File: src/rtl/pc_target_gen.sv
// Registered next-PC / link-address generator behind a 1-entry valid/ready output stage.
// Define PC_TARGET_MISALIGN_EN to register a misaligned-redirect flag with each result.
module pc_target_gen #(
  parameter int XLEN       = 32,
  parameter int IMM_SHIFT  = 0,
  parameter int INST_BYTES = 4,
  parameter int CNT_W      = 16
) (
  input  logic             clock,
  input  logic             reset,
  input  logic             flush,
  input  logic             in_valid,
  output logic             in_ready,
  input  logic [1:0]       in_mode,
  input  logic [XLEN-1:0]  in_pc,
  input  logic [XLEN-1:0]  in_rs1,
  input  logic [XLEN-1:0]  in_imm,
  input  logic             in_taken,
  output logic             out_valid,
  input  logic             out_ready,
  output logic [XLEN-1:0]  out_target,
  output logic [XLEN-1:0]  out_link,
  output logic             out_redirect,
  output logic             out_misalign,
  output logic [CNT_W-1:0] out_redir_cnt
);

  typedef enum logic [1:0] {
    MODE_SEQ    = 2'b00,
    MODE_BRANCH = 2'b01,
    MODE_JAL    = 2'b10,
    MODE_JALR   = 2'b11
  } mode_e;

  logic [XLEN-1:0]  off;
  logic [XLEN-1:0]  seq_sum;
  logic [XLEN-1:0]  pc_sum;
  logic [XLEN-1:0]  rs1_sum;
  logic [XLEN-1:0]  target_d;
  logic             redirect_d;
  logic             accept;
  logic             handoff;

  logic             out_valid_q;
  logic [XLEN-1:0]  target_q;
  logic [XLEN-1:0]  link_q;
  logic             redirect_q;
  logic [CNT_W-1:0] redir_cnt_q;

  assign off     = in_imm << IMM_SHIFT;
  assign seq_sum = in_pc + XLEN'(INST_BYTES);
  assign pc_sum  = in_pc + off;
  assign rs1_sum = in_rs1 + off;

  // in_ready deliberately ignores flush so upstream handshakes stay simple
  assign in_ready = !out_valid_q || out_ready;
  assign accept   = in_valid && in_ready && !flush;
  assign handoff  = out_valid_q && out_ready;

  always_comb begin
    target_d   = seq_sum;
    redirect_d = 1'b0;
    case (mode_e'(in_mode))
      MODE_SEQ: begin
        target_d   = seq_sum;
        redirect_d = 1'b0;
      end
      MODE_BRANCH: begin
        target_d   = in_taken ? pc_sum : seq_sum;
        redirect_d = in_taken;
      end
      MODE_JAL: begin
        target_d   = pc_sum;
        redirect_d = 1'b1;
      end
      MODE_JALR: begin
        target_d   = {rs1_sum[XLEN-1:1], 1'b0};
        redirect_d = 1'b1;
      end
      default: begin
        target_d   = seq_sum;
        redirect_d = 1'b0;
      end
    endcase
  end

  always_ff @(posedge clock) begin
    if (reset) begin
      out_valid_q <= 1'b0;
      target_q    <= '0;
      link_q      <= '0;
      redirect_q  <= 1'b0;
      redir_cnt_q <= '0;
    end else begin
      if (flush) begin
        out_valid_q <= 1'b0;
      end else if (accept) begin
        out_valid_q <= 1'b1;
      end else if (handoff) begin
        out_valid_q <= 1'b0;
      end

      if (accept) begin
        target_q   <= target_d;
        link_q     <= seq_sum;
        redirect_q <= redirect_d;
      end

      // a handoff in the same cycle as flush is still a completed handoff
      if (handoff && redirect_q && (redir_cnt_q != {CNT_W{1'b1}})) begin
        redir_cnt_q <= redir_cnt_q + 1'b1;
      end
    end
  end

`ifdef PC_TARGET_MISALIGN_EN
  logic misalign_d;
  logic misalign_q;

  // target is passed through unchanged; the trap is raised downstream
  always_comb begin
    if (INST_BYTES == 2) begin
      misalign_d = redirect_d && target_d[0];
    end else begin
      misalign_d = redirect_d && (target_d[1:0] != 2'b00);
    end
  end

  always_ff @(posedge clock) begin
    if (reset) begin
      misalign_q <= 1'b0;
    end else if (accept) begin
      misalign_q <= misalign_d;
    end
  end

  assign out_misalign = misalign_q;
`else
  assign out_misalign = 1'b0;
`endif

  assign out_valid     = out_valid_q;
  assign out_target    = target_q;
  assign out_link      = link_q;
  assign out_redirect  = redirect_q;
  assign out_redir_cnt = redir_cnt_q;

endmodule

File: config.mk
export PLATFORM = sky130hd
export DESIGN_NAME = pc_target_gen
export DESIGN_NICKNAME = d
export VERILOG_FILES = /design/src/rtl/pc_target_gen.sv
export SDC_FILE = /design/constraint.sdc
export NUM_CORES = 1
export LEC_CHECK = 0
export CORE_AREA = 3 3 119 132
export CTS_BUF_LIST = sky130_fd_sc_hd__clkbuf_16
export CTS_CLUSTER_DIAMETER = 50
export DETAILED_ROUTE_END_ITERATION = 10
export DIE_AREA = 0 0 122 135
export GPL_TIMING_DRIVEN = 1
export PLACE_DENSITY = 0.76
export SLEW_MARGIN = 20
export SYNTH_ARGS = -nofsm -noshare
export SYNTH_HDL_FRONTEND = slang
export SYNTH_SLANG_ARGS = --single-unit
File: constraint.sdc
create_clock -name clock -period 7.18 [get_ports clock]
set_clock_uncertainty 0.05 [all_clocks]
set_input_delay 1.436 -clock clock [delete_from_list [all_inputs] [get_ports clock]]
set_output_delay 1.436 -clock clock [all_outputs]
set_load 0.03 [all_outputs]
==> results of run 1 <==
-- worst min path at each step --
stage / to / start / cells after the start / slack (ns)
after floorplan: out_target[5]$_SDFFE_PP0P_ / out_target[5]$_SDFFE_PP0P_ / 2 / 0.53
after global placement: out_target[7]$_SDFFE_PP0P_ / out_target[7]$_SDFFE_PP0P_ / 2 / 0.39
after detailed placement: out_target[7]$_SDFFE_PP0P_ / out_target[7]$_SDFFE_PP0P_ / 2 / 0.40
after CTS: out_target[7]$_SDFFE_PP0P_ / out_target[7]$_SDFFE_PP0P_ / 2 / 0.41
after global routing: out_target[7]$_SDFFE_PP0P_ / out_target[7]$_SDFFE_PP0P_ / 2 / 0.42
final: out_link[3]$_SDFFE_PP0P_ / out_link[3]$_SDFFE_PP0P_ / 2 / 0.40
-- report_power, final --
part           switching (mW)  total [mW]  internal (mW)
Sequential             0.0182       0.501          0.483
Clock                   0.203       0.547          0.344
Combinational           0.362       0.626          0.264
Total                   0.584        1.67           1.09
-- through the flow --
stage | instances | instance area, sq um | hold WS (ns) | setup slack (ns)
floorplan | 961 | 7166 | 0.5304 | 2.957
global route | 1311 | 9453 | 0.4178 | 2.312
detailed placement | 1295 | 9104 | 0.3966 | 2.191
CTS | 1311 | 9453 | 0.4068 | 2.550
global placement | 1295 | 9104 | 0.3887 | 2.245
finish | 1311 | 9453 | 0.4049 | 2.533
-- synth_stat cells, drive strengths merged, types with 3 or more instances --
library cell and count:
xnor2 55, buf 3, a21o 34, ha 63, a22oi 4, a31oi 8
and2 5, dfxtp 82, nor2b 9, a211o 3, nand3b 6, nor4 3
o21a 6, o221ai 11, nor2 115, o211ai 11, a311oi 3, o21ai 68
a211oi 35, and3 12, o22ai 9, or3 10, nand3 35, a21oi 92
o21bai 5, nor3 28, nand2b 8, xor2 35, o221a 3, clkbuf 44
nand4 22, nand2 82, mux2i 4, inv 15
-- flip-flops by register name (all words and copies together) (netlist names) --
| signal | count |
|---|---|
| out_valid | 1 |
| out_redirect | 1 |
| out_link | 32 |
| out_redir_cnt | 16 |
| out_target | 32 |
-- metal layers --
layer / track usage, % / wire, um / up-vias / share of wire, %
met2: 46.56 / 11220 / 365 / 46
met1: 39.87 / 10920 / 3620 / 45
met5: 0 / 0 / - / 0
met3: 3.980 / 1855 / 30 / 7.6
met4: 6.351 / 378 / 0 / 1.6
li1: - / - / 3864 / -
-- final cells by class --
| class | count | share of cell area (%) |
|---|---|---|
| clock inverters | 7 | 1.310 |
| flip-flops and latches | 82 | 17.37 |
| well taps | 192 | 2.541 |
| inverters | 16 | 0.6353 |
| clock buffers | 9 | 2.383 |
| repair buffers | 189 | 19.88 |
| multi-input cells | 816 | 55.88 |
-- cells by family after synthesis --
kind of cell,after synthesis,synth area share [%]
other cells,1,0.05233
xor+xnor,90,11.00
mux,4,0.5588
flops,82,22.91
buf+inv,63,3.510
fa+ha+maj,65,11.56
simple gates,341,22.16
compound gates,315,28.25
-- worst max-delay path, stage by stage --
cell and delay, ns:
clkdlybuf4s50_1 0.59, ha_1 0.36, a211oi_1 0.38, o211ai_1 0.28, a21oi_1 0.29, o21ai_1 0.16, a41o_1 0.32, a21o_1 0.22
a311oi_1 0.35, xnor2_1 0.14, a221o_1 0.30
==> impl_metrics.csv, run 1 <==
group,metric,value,unit
worst_setup_path,reg2reg_depth,7,
worst_setup_path,r2r_start,"out_valid$_SDFFE_PP0P_",
yosys,ys_types,63,
cts,clock_path_buffers,2,
outcome,outcome,"completed",
worst_setup_path,arrival,4.83,ns
yosys,synth_top_area_share,22.91,%
sta,rsz0062_at_grt,"false",
sta,min_period,4.647,ns
cells_and_area,multi_input_comb_area,0.005283,sq mm
hold_path,hold_path.class,"reg -> reg",
route,antenna_left,0,
yosys,synthCells,961,
sta,tns,0,ns
yosys,synthFlopType,"dfxtp_1",
cts,cts_root_buffer,"clkbuf_16",
power,peakVddDrop,0.1275,mV
cts,cts_tree,"done",
worst_setup_path,cp.required,7.36,ns
sta,tightest_slew,0.9433,ns
cells_and_area,area_growth,31.92,%
sta,setup_viol_count_final,0,
power,p_total,1.674,mW
cts,post_cts_resized,0,
cts,h-tree-depth,3,
cells_and_area,drive_above_1_share,2.502,%
cells_and_area,fillerInstances,1266,
sta,hold_viol_final,0,
cells_and_area,ff_latch_area,0.001642,sq mm
cells_and_area,nets,1283,
grt,antenna_found_initial,0,
yosys,ys_async_sr_fraction,0,%
route,drtIter0Drc,587,
grt,grt_max_degree,91,
yosys,synth_edf_count,0,
worst_setup_path,timing.rr.end,"out_target[20]$_SDFFE_PP0P_",
route,avgRoutedWirePerCell,18.60,um
sta,slew_violations,0,
yosys,synth.net_count,1130,
worst_setup_path,cp-startpoint,"in_pc[2]",
cts,hold_buffers,0,
placement,place.gp.congestion,0.9325,
floorplan,ioPinCount,188,
sta,period_share,64.72,%
worst_setup_path,critPathKind,"in -> reg",
cells_and_area,final_util,65.43,%
floorplan,die-area,0.01647,sq mm
yosys,ys.warnings.count,0,
floorplan,die_y,135,um
sta,max_freq,215.2,MHz
floorplan,start_util,49.60,%
route,viasPerCell,6.010,
yosys,yosys-top-cells-area,"dfxtp_1 (23%), ha_1 (11%), xnor2_1 (6.7%), a21oi_1 (6.4%), nor2_1 (6.0%)",
placement,dpl.hpwl,19180,um
worst_setup_path,critPathCapture,"out_target[29]$_SDFFE_PP0P_",
worst_setup_path,r2r_slack,4.69,ns
cells_and_area,final_common_cell,"clkdlybuf4s50_1",
cts,postCtsSetupBuffers,0,
floorplan,core_area,0.01445,sq mm
worst_setup_path,crit_fanout,9,
cts,clkLatencyLatePin,0.34,ns
cells_and_area,layout_common_cells,"clkdlybuf4s50_1 (185), nor2_1 (115), a21oi_1 (92)",
route,dr.pass1.iters,5,
power,power_density,177.1,mW/mm^2
sta,maxSlewHeadroom,36.77,%
cts,cts_buffers,9,
yosys,synth_seq_cells,82,
grt,grt_usage,28.46,%
route,drc,0,
yosys,synth.largest_area_cell,"dfxtp_1",
worst_setup_path,end_kind,"register",
grt,grt-ovfl-total,0,
grt,grt_pass1_vias,7189,
yosys,syn_avg_cell_area,7.456,sq um
yosys,syn_area,0.007166,sq mm
cells_and_area,antenna_cells,0,
grt,grt_pass1_wl,37500,um
floorplan,fp.dieW,122,um
power,leakagePower,3.605,nW
flow_run,cap_violations,0,
placement,io_buffers,186,
route,num_vias,7879,
route,wl,24380,um
worst_setup_path,crit_path_start_kind,"input port",
floorplan,std_cell_rows,46,
cts,cts_sinks,82,
yosys,yosysSeqAreaShare,22.91,%
cts,path_clk_slew,0.07,ns
(Power assumes the default switching activity.)
==> run 2: changes to the inputs <==
==> constraint.sdc (replaced) <==
create_clock -name clock -period 4.65 [get_ports clock]
set_clock_uncertainty 0.05 [all_clocks]
set_input_delay 0.93 -clock clock [delete_from_list [all_inputs] [get_ports clock]]
set_output_delay 0.93 -clock clock [all_outputs]
set_load 0.03 [all_outputs]
==> impl_metrics.csv, run 2 (synthesis gave the netlist of run 1 again) <==
group,metric,value,unit
floorplan,start_util,49.60,%
grt,grt-ovfl-total,0,
sta,rsz0062_at_grt,"false",
cts,clock_path_buffers,2,
sta,slew_violations,0,
floorplan,std_cell_rows,46,
power,p_total,2.484,mW
hold_path,hold_path.class,"reg -> reg",
cts,cts_buffers,9,
outcome,outcome,"completed",
sta,tns,0,ns
placement,place.gp.congestion,0.9588,
cells_and_area,nets,1295,
route,avgRoutedWirePerCell,18.74,um
grt,grt_usage,29.29,%
grt,grt_max_degree,90,
sta,max_freq,247.3,MHz
worst_setup_path,cp.required,4.78,ns
floorplan,core_area,0.01445,sq mm
cts,path_clk_slew,0.07,ns
sta,hold_viol_final,0,
worst_setup_path,crit_fanout,4,
route,viasPerCell,6.023,
cts,cts_tree,"done",
worst_setup_path,crit_path_start_kind,"input port",
power,leakagePower,3.644,nW
cells_and_area,final_common_cell,"clkdlybuf4s50_1",
route,num_vias,7969,
route,antenna_left,0,
sta,tightest_slew,0.8902,ns
cts,hold_buffers,0,
route,met3_length,1957,um
floorplan,die_y,135,um
route,drc,0,
power,peakVddDrop,0.1834,mV
grt,grt_pass1_wl,38540,um
cts,clkLatencyLatePin,0.34,ns
cts,h-tree-depth,3,
route,dr.pass1.iters,5,
route,wl_met1,11130,um
cells_and_area,final_util,65.78,%
cells_and_area,area_growth,32.62,%
placement,io_buffers,186,
route,drtIter0Drc,833,
cells_and_area,drive_above_1_share,3.360,%
placement,dpl.hpwl,19690,um
floorplan,ioPinCount,188,
grt,grt_pass1_vias,7435,
worst_setup_path,arrival,4.18,ns
sta,maxSlewHeadroom,40.65,%
sta,period_share,86.96,%
sta,setup_viol_count_final,0,
worst_setup_path,critPathKind,"in -> reg",
floorplan,die-area,0.01647,sq mm
cts,cts_root_buffer,"clkbuf_16",
cells_and_area,antenna_cells,0,
sta,min_period,4.044,ns
floorplan,fp.dieW,122,um
placement,dp.cells,1307,
route,maxUsedRoutingLayer,"met4",
worst_setup_path,end_kind,"register",
power,power_density,261.4,mW/mm^2
route,wl,24790,um
cts,post_cts_resized,0,
cells_and_area,finalNonFillerCells,1323,
flow_run,cap_violations,0,
cts,cts_sinks,82,
route,met2_length,11220,um
grt,antenna_found_initial,0,
cts,postCtsSetupBuffers,0,
worst_setup_path,r2r_slack,2.31,ns
cells_and_area,layout_common_cells,"clkdlybuf4s50_1 (185), nor2_1 (115), a21oi_1 (92)",
[run 2: cell count changes in the layout (fill, tap and decap cells not counted), sizes merged]
cell / change
clkinv: +3
inv: -1
bufinv: -2
buf: +12
[run 2: per-stage QoR]
| stage | setup WS, ns | hold slack, ns | cell area (sq um) |
|---|---|---|---|
| floorplan | 0.9329 | 0.5304 | 7166 |
| global placement | 0.2962 | 0.3916 | 9201 |
| detailed placement | 0.2280 | 0.3990 | 9201 |
| CTS | 0.5874 | 0.4061 | 9503 |
| global route | 0.3975 | 0.4285 | 9503 |
| finish | 0.6065 | 0.4044 | 9503 |
[run 2: critical path, cell delays in order]
cell	delay [ns]
clkdlybuf4s50_1	0.44
and2_1	0.17
fa_1	0.40
a21o_1	0.22
a221oi_4	0.36
nor3_2	0.09
or3_1	0.32
or3b_1	0.43
a41o_1	0.32
a21oi_1	0.19
xor2_1	0.19
o221ai_1	0.13
[run 2: metal layers]
layer  vias up  track usage (%)
met2       346            46.87
met5         -                0
met1      3709            41.56
met3        40            4.231
met4         0            7.223
li1       3874                -
[run 2: power breakdown]
group | switching, mW | internal, mW
Clock | 0.314 | 0.420
Sequential | 0.0284 | 0.745
Combinational | 0.562 | 0.415
[run 2: layout make-up]
type                       count  area, sq um
fill                        1336         4943
inverter                      16        60.06
sequential                    82         1642
timing repair buffer         201         1982
clock buffer                   9        225.2
tap                          192        240.2
clock inverter                 7        76.32
multi-input combinational    816         5278
[run 2: worst paths after layout]
kind,start,to,depth (start not counted)
worst max-delay path,in_imm[0],out_target[24]$_SDFFE_PP0P_,12
worst max register to register,out_redir_cnt[7]$_SDFFE_PP0P_,out_redir_cnt[15]$_SDFFE_PP0P_,9
worst min-delay path,out_target[7]$_SDFFE_PP0P_,out_target[7]$_SDFFE_PP0P_,2
worst min register to register,out_target[7]$_SDFFE_PP0P_,out_target[7]$_SDFFE_PP0P_,2
